===== src/rtl/serv_mac_mul_if.sv =====
// serv_mac_mul_if: core-side handshake and serial data bundle for the MAC multiplier.
interface serv_mac_mul_if #(
   parameter int W = 1
);
   logic         i_start;
   logic         i_en;
   logic         i_MAC_step2;
   logic [W-1:0] i_rs1;
   logic [W-1:0] i_op_b;
   logic         o_busy;
   logic         o_ready;
   logic [W-1:0] o_buf;
   modport master (
      output i_start, i_en, i_MAC_step2, i_rs1, i_op_b,
      input  o_busy, o_ready, o_buf
   );
   modport slave (
      input  i_start, i_en, i_MAC_step2, i_rs1, i_op_b,
      output o_busy, o_ready, o_buf
   );
endinterface


===== src/rtl/serv_mac_mul.sv =====
// serv_mac_mul: bit-serial shift-add multiplier feeding the ALU's MAC second step.
// Optional SERV_MAC_EARLY_TERM_EN ends MUL as soon as the remaining multiplier is zero.
module serv_mac_mul #(
   parameter int W = 1,
   parameter int B = W - 1
) (
   input logic         clk,
   input logic         i_rst,
   serv_mac_mul_if.slave bus
);
   localparam int N  = 32 / W;
   localparam int CW = $clog2(N);
   typedef enum logic [1:0] {IDLE, LOAD, MUL, DONE} state_t;
   state_t        state, nxt;
   logic [31:0]   a, m, p;
   logic [CW-1:0] cnt;
   logic [4:0]    mcnt;
   logic          last, take, mul_end;
   assign last = cnt == CW'(N - 1);
   assign take = bus.i_en & bus.i_MAC_step2;
`ifdef SERV_MAC_EARLY_TERM_EN
   assign mul_end = (&mcnt) | (m[31:1] == 31'd0);
`else
   assign mul_end = &mcnt;
`endif
   always_ff @(posedge clk) begin
      if (i_rst) state <= IDLE;
      else state <= nxt;
   end
   always_comb begin
      nxt = state;
      case (state)
         IDLE: nxt = bus.i_start ? LOAD : IDLE;
         LOAD: nxt = (bus.i_en && last) ? MUL : LOAD;
         MUL:  nxt = mul_end ? DONE : MUL;
         DONE: nxt = (take && last) ? IDLE : DONE;
         default: nxt = IDLE;
      endcase
   end
   // The beat counter wraps to zero at the end of LOAD, so DONE reuses it for the stream.
   always_ff @(posedge clk) begin
      if (i_rst) begin
         a    <= '0;
         m    <= '0;
         p    <= '0;
         cnt  <= '0;
         mcnt <= '0;
      end else begin
         case (state)
            IDLE: if (bus.i_start) begin
               a    <= '0;
               m    <= '0;
               p    <= '0;
               cnt  <= '0;
               mcnt <= '0;
            end
            LOAD: if (bus.i_en) begin
               a   <= {bus.i_rs1, a[31:W]};
               m   <= {bus.i_op_b, m[31:W]};
               cnt <= cnt + CW'(1);
            end
            MUL: begin
               if (m[0]) p <= p + a;
               a    <= a << 1;
               m    <= m >> 1;
               mcnt <= mcnt + 5'd1;
            end
            DONE: if (take) begin
               p   <= last ? '0 : p >> W;
               cnt <= cnt + CW'(1);
            end
            default: ;
         endcase
      end
   end
   assign bus.o_busy  = (state == LOAD) || (state == MUL);
   assign bus.o_ready = state == DONE;
   assign bus.o_buf   = bus.o_ready ? p[B:0] : '0;
endmodule


===== src/flat_wrapper.sv =====
// flat-port wrapper written by rule: the top's interface ports become plain ports
module serv_mac_mul_flat 
#(
   parameter int W = 1,
   parameter int B = W - 1
)
  (clk, i_rst, bus_i_start, bus_i_en, bus_i_MAC_step2, bus_i_rs1, bus_i_op_b, bus_o_busy, bus_o_ready, bus_o_buf);
  serv_mac_mul_if #(.W(W)) bus_i ();
  input logic clk;
  input logic i_rst;
  input wire logic [$bits(bus_i.i_start)-1:0] bus_i_start;
  input wire logic [$bits(bus_i.i_en)-1:0] bus_i_en;
  input wire logic [$bits(bus_i.i_MAC_step2)-1:0] bus_i_MAC_step2;
  input wire logic [$bits(bus_i.i_rs1)-1:0] bus_i_rs1;
  input wire logic [$bits(bus_i.i_op_b)-1:0] bus_i_op_b;
  output wire logic [$bits(bus_i.o_busy)-1:0] bus_o_busy;
  output wire logic [$bits(bus_i.o_ready)-1:0] bus_o_ready;
  output wire logic [$bits(bus_i.o_buf)-1:0] bus_o_buf;
  assign bus_i.i_start = bus_i_start;
  assign bus_i.i_en = bus_i_en;
  assign bus_i.i_MAC_step2 = bus_i_MAC_step2;
  assign bus_i.i_rs1 = bus_i_rs1;
  assign bus_i.i_op_b = bus_i_op_b;
  assign bus_o_busy = bus_i.o_busy;
  assign bus_o_ready = bus_i.o_ready;
  assign bus_o_buf = bus_i.o_buf;
  serv_mac_mul #(.W(W), .B(B)) u_core (.clk(clk), .i_rst(i_rst), .bus(bus_i));
endmodule

===== config.mk =====
export PLATFORM = sky130hd
export DESIGN_NAME = serv_mac_mul_flat
export DESIGN_NICKNAME = d
export VERILOG_FILES = /design/src/rtl/serv_mac_mul_if.sv /design/src/rtl/serv_mac_mul.sv /design/src/flat_wrapper.sv
export SDC_FILE = /design/constraint.sdc
export NUM_CORES = 1
export LEC_CHECK = 0
export BUFFER_PORTS_ARGS = -buffer_cell sky130_fd_sc_hd__buf_2
export CAP_MARGIN = 5
export CORE_MARGIN = 10
export CORE_UTILIZATION = 57
export CTS_CLUSTER_SIZE = 24
export DETAILED_ROUTE_END_ITERATION = 6
export HOLD_SLACK_MARGIN = 0.12
export MAX_ROUTING_LAYER = met4
export PLACE_DENSITY = 0.73
export SLEW_MARGIN = 5
export SYNTH_ARGS = -nofsm -noshare
export SYNTH_HDL_FRONTEND = slang
export SYNTH_SLANG_ARGS = --single-unit
export TNS_END_PERCENT = 30

===== constraint.sdc =====
create_clock -name clk -period 2.5 [get_ports clk]
set_input_delay 0.375 -clock clk [delete_from_list [all_inputs] [get_ports clk]]
set_output_delay 0.375 -clock clk [all_outputs]
set_load 0.01 [all_outputs]

After elaboration in Yosys (flattened, before gate mapping)
Index checks and enable logic that the tools add are counted.
{"block": "totals", "regBits": 108, "inputBits": 7}
{"block": "op_classes", "add_sub_neg": 3, "eq_ne": 8, "muxes": 20, "bitwise": 1, "n_reduce_logical": 13}
{"cell": "one-hot mux 32 bit (3 select lines)", "n": 3}
{"cell": "2-to-1 mux 32 bit", "n": 5}
{"cell": "adder 32 bit", "n": 1}
{"cell": "2-to-1 mux 31 bit", "n": 1}
{"cell": "2-to-1 mux 5 bit", "n": 3}
{"cell": "one-hot mux 5 bit (3 select lines)", "n": 1}
{"cell": "adder 5 x 1 -> 5 bit (second input constant)", "n": 2}
{"cell": "one-hot mux 5 bit (2 select lines)", "n": 1}
{"cell": "nonzero test 3 bit", "n": 3}
{"cell": "one-hot mux 2 bit (4 select lines)", "n": 1}
{"cell": "AND reduction 4 bit", "n": 2}
{"cell": "inequality test 2 bit (second input constant)", "n": 3}
{"cell": "== test 5 bit (second input constant)", "n": 1}
{"cell": "AND reduction 5 bit", "n": 1}
{"cell": "== test 2 bit (second input constant)", "n": 2}
{"cell": "2-to-1 mux 2 bit", "n": 2}
{"cell": "2-to-1 mux 1 bit", "n": 3}
{"cell": "AND reduction 3 bit", "n": 1}
{"cell": "== test 2 x 1 -> 1 bit (second input constant)", "n": 1}
{"cell": "logical AND 1 bit", "n": 2}
{"cell": "zero test 2 bit", "n": 1}
{"cell": "inequality test 2 x 1 -> 1 bit (second input constant)", "n": 1}
{"cell": "AND reduction 2 bit", "n": 1}
{"cell": "nonzero test 2 bit", "n": 1}
{"cell": "other kinds (2)", "n": 2}

Longest topological paths before layout
Gate-level depths: netlist (run 1).
{"block": "logic_depth", "ltp_word": 4, "ltp_mapped": 12, "mapped_depth_nobuf": 12}

Worst setup path before layout (run 1)
No wires, ideal clock.
{"block": "synth_timing", "kind": "flip-flop to flip-flop", "from": "register u_core.p[12]", "to": "register u_core.p[31]", "setup_time_ns": 0.067, "arrival_time_ns": 2.482, "slack_ns": -0.049, "path_stages_with_launch": 12, "path_buffers": 1, "synth_period_minus_slack_ns": 2.549, "path_cell_list": "dfxtp_1 -> ha_1 -> buf_6 -> and3_4 -> and3_1 -> a211oi_4 -> a211oi_2 -> a211oi_2 -> nor2_1 -> a311oi_2 -> mux2_4 -> a21oi_2"}
{"block": "synth_between", "elab_chain_len": 3}
{"element": "from (decl)", "line": "serv_mac_mul.sv:15", "source": "logic [31:0] a, m, p;"}
{"element": "from (signal assigned)", "line": "serv_mac_mul.sv:63", "source": "if (m[0]) p <= p + a;"}
{"element": "from (signal assigned)", "line": "serv_mac_mul.sv:69", "source": "p <= last ? '0 : p >> W;"}
{"element": "adder 32 bit", "line": "serv_mac_mul.sv:63"}
{"element": "2-to-1 mux 32 bit", "line": "serv_mac_mul.sv:63"}
{"element": "one-hot mux 32 bit (3 select lines)", "line": "serv_mac_mul.sv:49", "source": "case (state)"}
No other way between the ends. The select of a mux whose other input is x is not followed.
A chain may end at the register's enable or synchronous reset.

Worst setup path after layout (run 1)
{"block": "layout_timing", "from": "register u_core.p[0]", "to": "register u_core.p[12]"}
Same word-level chain as after synthesis.

==> results of run 1 <==
stage by stage:
stage / power [mW] / setup WS, ps / area (µm²) / std cells / hold WS (ps)
after floorplan: 2.198 / -9.277 / 6362 / 797 / 432.1
after global placement: 2.377 / -73.99 / 7091 / 975 / 437.5
after detailed placement: 2.397 / -152.1 / 7091 / 975 / 445.3
after CTS: 3.556 / -25.22 / 7589 / 1002 / 245.5
after global routing: 3.716 / -222.6 / 7769 / 1004 / 230.8
final: 3.579 / -110.5 / 7769 / 1004 / 251.0
layout make-up:
cell class / count / share of cell area
clock buffers: 9 / 0.01594
flip-flops and latches: 108 / 0.2817
clock inverters: 7 / 0.01047
inverters: 14 / 0.006764
multi-input cells: 615 / 0.5473
repair buffers: 111 / 0.1153
well taps: 140 / 0.02255
metal layers:
metal  vias to the layer above  global-route usage
li1                       3047                   -
met1                      3018              0.2529
met2                       146              0.3551
met3                        25             0.03760
met4                         0             0.06098
met5                         -                   -
placed cells by master (no fill, tap or decap), types with 3 or more instances in the layout:
master     n
nor3_1    25
ha_4      13
a221oi_1  20
a31oi_1    5
nand3_1   74
buf_2      8
nand2b_1   5
and3_1     6
buf_12     6
buf_4     95
o21ai_1    4
o21a_1     5
a22oi_1    6
nor2_1    49
inv_1     13
ha_1      26
xnor2_1   11
nor2_2     3
clkbuf_8   9
inv_8      5
xor2_1     8
dfxtp_1   89
or3_1      3
a211oi_1  11
a31oi_2    4
a32oi_1    3
a211oi_2   8
nand2_1   97
nand4_1    4
o21ai_0   11
a22o_1    31
a21oi_2   10
a21o_1    14
mux2i_1    3
dfxtp_2   18
a21oi_1   92
nor2b_1    5
state kept, by name, indices dropped and copies added (netlist names):
name,flops
u_core.a,32
u_core.m,32
u_core.p,32
u_core.cnt,5
u_core.mcnt,5
u_core.state,2
power by group:
group	switching (mW)	internal, mW
Combinational	0.371	0.242
Clock	0.736	0.413
Sequential	0.0471	1.77
Total	1.15	2.42
timing repair:
action / 4_1_cts / 5_1_grt
gates resized for setup: 43 / 34
buffers inserted: 11 / 2
setup endpoints to repair: 16 / 19
pin swaps: 20 / 18
hold endpoints to repair: 0 / 0
worst max-delay path, stage by stage, from the launching register on:
cell and delay [ps]:
dfxtp_2 380, ha_4 150, inv_2 40, fa_2 340, nor2b_1 120, o21a_1 190
o21ai_4 80, a31oi_2 150, a31o_1 210, a31oi_2 110, buf_4 150, xnor2_1 130
a221oi_2 300, nor3_1 110
path summary, 6_finish.rpt:
check / depth (start not counted) / start / slack [ps] / to
min: 3 / bus_i_op_b / 250 / u_core.m[31]
min reg2reg: 2 / u_core.m[15] / 460 / u_core.m[15]
max reg2reg: 13 / u_core.p[0] / -110 / u_core.p[12]
max: 13 / u_core.p[0] / -110 / u_core.p[12]
cells by family (layout without fill, tap and decap cells):
logic type,Yosys count,after routing,synth area share
xor gates and xnor gates,20,20,0.02758
AOI/OAI and AO/OA,252,252,0.2744
muxes,6,6,0.01064
and+or+nand+nor,296,296,0.2190
DFF,108,108,0.3404
buffers and inverters,74,141,0.04609
adders and majority gates,41,41,0.08194
==> flow_summary.toml, run 1 <==
[run_status]
outcome = "finished with violations"
violations = "negative setup slack"

[detailed_routing]
first_pass_iters = 5
wl_um = 17180
viasPerCell = 6.211
vias = 6236
met1_length_um = 7642
post-route-drc-count = 0
antenna_left = 0
highest_layer = "met4"
wl_met2_um = 8584
drtIter0Drc = 512
wl_per_cell_um = 17.11
dr_wl_met3_um = 687

[logic_synthesis]
syn_area_per_cell_um2 = 7.970
ys.flop_type = "dfxtp_1"
yosysTopAreaCellShare = 0.3404
ys_top_cells_by_count = "108 x dfxtp_1, 99 x a21oi_1, 99 x nand2_1"
synthCells = 797
ys_seq_area_frac = 0.3404
yosys_register_bits = 108
ys.warnings.count = 0
synth_area_leaders = "dfxtp_1 34%, ha_1 7.9%, a21oi_1 7.8%"
syn_nets = 845
async_reset_ff_frac = 0
synth_cell_types = 65
synth_area_leader_cell = "dfxtp_1"
synth_area_um2 = 6352
synth-edff-count = 0
yosysMostFrequentCell = "dfxtp_1"

[finish]
postLayoutCoreUtil = 0.7135
nets = 907
syn_to_final_growth_pct = 22.30
fillers = 848
drive_gt1_frac = 0.2558
antenna_cells = 0
multi_input_area_um2 = 4252
final-seq-area_um2 = 2188

[global_routing]
gr-total-overflow = 0
grt_usage = 0.2115
antenna_found_initial = 0
grt_pass1_vias = 6073
grt_pass1_wl_um = 28390
grt_max_degree = 78

[timing]
relSlewSlack = 0.6079
fin_tns_setup_ps = -245.2
setup_ws_ps = -110.5
maxSlewViolCount = 0
worstMarginPinSlew_ps = 588.1
worst_clock_skew_ps = 13.35
min_period_over_period = 1.044
layout_min_cycle_time_ps = 2610
rsz0062_at_grt = "yes"
max_freq_mhz = 383.1
hold_viol = 0
setup_violations = 5

[die]
core_area_um2 = 10890
chipHeight_um = 125.6
num_rows = 38
die_area_um2 = 15770
num_io_pins = 10
start_util = 0.5834
die_w_um = 125.6

[worst_setup_path]
critical_path_class = "flop to flop"
critPathRequiredTime_ps = 2760
start_kind = "flop"
crit_fanout = 4
arrival_ps = 2870
critPathCaptureType = "flop"

[clocking]
clk_latency_ps = 400
holdBufCountCts = 0
cts_root_buf = "clkbuf_8"
htreeDepth = 3
clk_pin_slew_worst_paths_ps = 120
cts_tree = "built"
clockBufferDepth = 2
cts_made_buffers = 9
clock-sinks = 108

[placement]
place_hpwl_um = 11090
port_buffers = 9
gp_congestion = 0.9158

[power]
peakVddDrop_mv = 0.5579
cellPowerDensity_nw_per_um2 = 460.7
leakagePower_nw = 3.098

[flow_run]
cap_violations = 0

[hold_path]
min_path_type = "input port to flop"
No activity file was read; power rests on OpenSTA's default activity.
==> run 2, diff against run 1 <==
CORE_UTILIZATION = 64   (was 57)
PLACE_DENSITY = 0.78   (was 0.73)
clock period = 2.6 ns   (was 2.5 ns; I/O delays follow)
==> run 2 against run 1 <==
The run still ends with negative setup slack left; global-route usage up 1.4 points; via count down 0.18%; critical path type unchanged; flip-flop and latch count unchanged; critical path depth down 2; critical endpoint is now u_core.p[24]; combinational power down 13%; register-to-register slack better by 90 ps; power down 5.1%; final area down 3.0%.
==> flow_summary.toml, run 2 (synthesized netlist as in run 1, its figures left out) <==
[finish]
syn_to_final_growth_pct = 18.59
nets = 878
reg_top3 = "u_core.a x32, u_core.m x32, u_core.p x32"
final_common_cell = "nand2_1"
final_cell_mix = "98 x nand2_1, 94 x a21oi_1, 84 x dfxtp_1"
final_cell_area_um2 = 7533
drive_gt1_frac = 0.2299
antenna_cells = 0

[detailed_routing]
viasPerCell = 6.431
vias = 6225
first_pass_iters = 6
wl_per_cell_um = 17.36
post-route-drc-count = 0
antenna_left = 0
drtIter0Drc = 606
wl_um = 16800

[clocking]
cts_root_buf = "clkbuf_8"
cts_made_buffers = 9
htreeDepth = 3
holdBufCountCts = 0
clockBufferDepth = 2
clk_pin_slew_worst_paths_ps = 110
cts_tree = "built"
clk_latency_ps = 410
clock-sinks = 108

[worst_setup_path]
path_buf_inv = 2
path_cells = "ha_4 -> inv_1 -> nor2_1 -> a31o_1 -> a21o_1 -> nor4b_4 -> a211oi_2 -> buf_4 -> nor3_1 -> and3b_1 -> o221a_2"
r2r-start = "u_core.p[17]"
cp_slowest_cell = "dfxtp_1"
arrival_ps = 2910
start_kind = "flop"
rrSetupSlack_ps = -20
critPathCaptureType = "flop"
reg2reg_depth = 11
critPathRequiredTime_ps = 2890
r2r_end = "u_core.p[24]"
critical_path_class = "flop to flop"
cp_slowest_stage_delay_ps = 430
crit_fanout = 4
crit_family = "compound AO/OA/AOI/OAI gates"

[global_routing]
antenna_found_initial = 0
grt_usage = 0.2260
grt_max_degree = 65
grt_pass1_vias = 5953
grt_pass1_wl_um = 27180
gr-total-overflow = 0

[hold_path]
min_path_type = "input port to flop"
whs_path_depth = 3
holdCritStartpoint = "bus_i_op_b"
hold_end = "u_core.m[31]"

[placement]
gp_congestion = 0.9190
dp_slack_ps = -75.58
place_hpwl_um = 10130
placed_cell_area_um2 = 6822
port_buffers = 9

[power]
cellPowerDensity_nw_per_um2 = 450.8
peakVddDrop_mv = 0.5592
p_total_mw = 3.396
leakagePower_nw = 2.927

[die]
chipHeight_um = 119.6
num_io_pins = 10
die_area_um2 = 14310
num_rows = 36
start_util = 0.6529
core_area_um2 = 9729
die_w_um = 119.6

[timing]
relSlewSlack = 0.5602
setup_ws_ps = -17.37
rsz0062_at_grt = "yes"
min_period_over_period = 1.007
layout_min_cycle_time_ps = 2617
fin_tns_setup_ps = -17.37
worstMarginPinSlew_ps = 659.6
max_freq_mhz = 382.1
setup_violations = 1
maxSlewViolCount = 0
worst_clock_skew_ps = 15.76
hold_viol = 0

[run_status]
outcome = "finished with violations"
violations = "negative setup slack"

[flow_run]
cap_violations = 0
==> run 2: cell count changes in the layout (fill, tap and decap cells not counted), sizes merged <==
cell	change
buf	-29
inv	-2
clkbuf	+1
bufinv	+1
==> run 2: final cells by class <==
cell class | instances | area (µm²)
tap | 133 | 166.4
timing repair buffer | 82 | 633.1
multi-input combinational | 615 | 4280
clock buffer | 10 | 127.6
sequential | 108 | 2195
clock inverter | 6 | 78.83
fill | 707 | 2196
inverter | 14 | 52.55
==> run 2: worst register-to-register path, delay by kind of cell (launching register included) <==
family	cells	cell delay, ps
flip-flops	1	430
AND/OR/NAND/NOR	4	780
adder cells (fa/ha/maj)	1	250
AO/OA/AOI/OAI	4	790
buffers and inverters	2	250
==> run 2: worst max path at each step <==
stage / cells past startpoint / slack [ps] / start / endpoint
final: 11 / -20 / u_core.p[17] / u_core.p[24]
after global routing: 11 / -130 / u_core.p[17] / u_core.p[24]
after CTS: 12 / -50 / u_core.p[11] / u_core.p[20]
after detailed placement: 10 / -80 / u_core.p[7] / u_core.p[31]
after global placement: 12 / 20 / u_core.p[0] / u_core.p[16]
after floorplan: 11 / 50 / u_core.p[12] / u_core.p[31]
==> run 2: metrics by stage <==
step	utilization	instances	hold slack [ps]
after global placement	0.7011	938	437.7
after detailed placement	0.7011	938	443.2
after floorplan	-	797	432.1
final	0.7743	968	255.7
after CTS	0.7346	957	246.9
after global routing	0.7743	968	255.3
==> run 2: what timing repair did <==
action / in CTS / in global routing
pin swaps: 13 / 32
buffers inserted: 3 / 11
endpoints found under the setup margin: 9 / 17
gates resized for setup: 20 / 64
==> run 2: report_power, final <==
group          switching (mW)  internal, mW  leakage [nW]  total (mW)
Sequential             0.0507          1.70         0.886        1.75
Clock                   0.642         0.468         0.105        1.11
Combinational           0.341         0.193          1.94       0.534
==> run 2: metal layers <==
| metal | global-route usage | up-vias | share of wire |
|---|---|---|---|
| met5 | - | - | 0 |
| met4 | 0.08522 | 0 | 0.018 |
| met3 | 0.03751 | 36 | 0.055 |
| met2 | 0.3769 | 217 | 0.50 |
| met1 | 0.2685 | 3000 | 0.43 |
| li1 | - | 2972 | - |
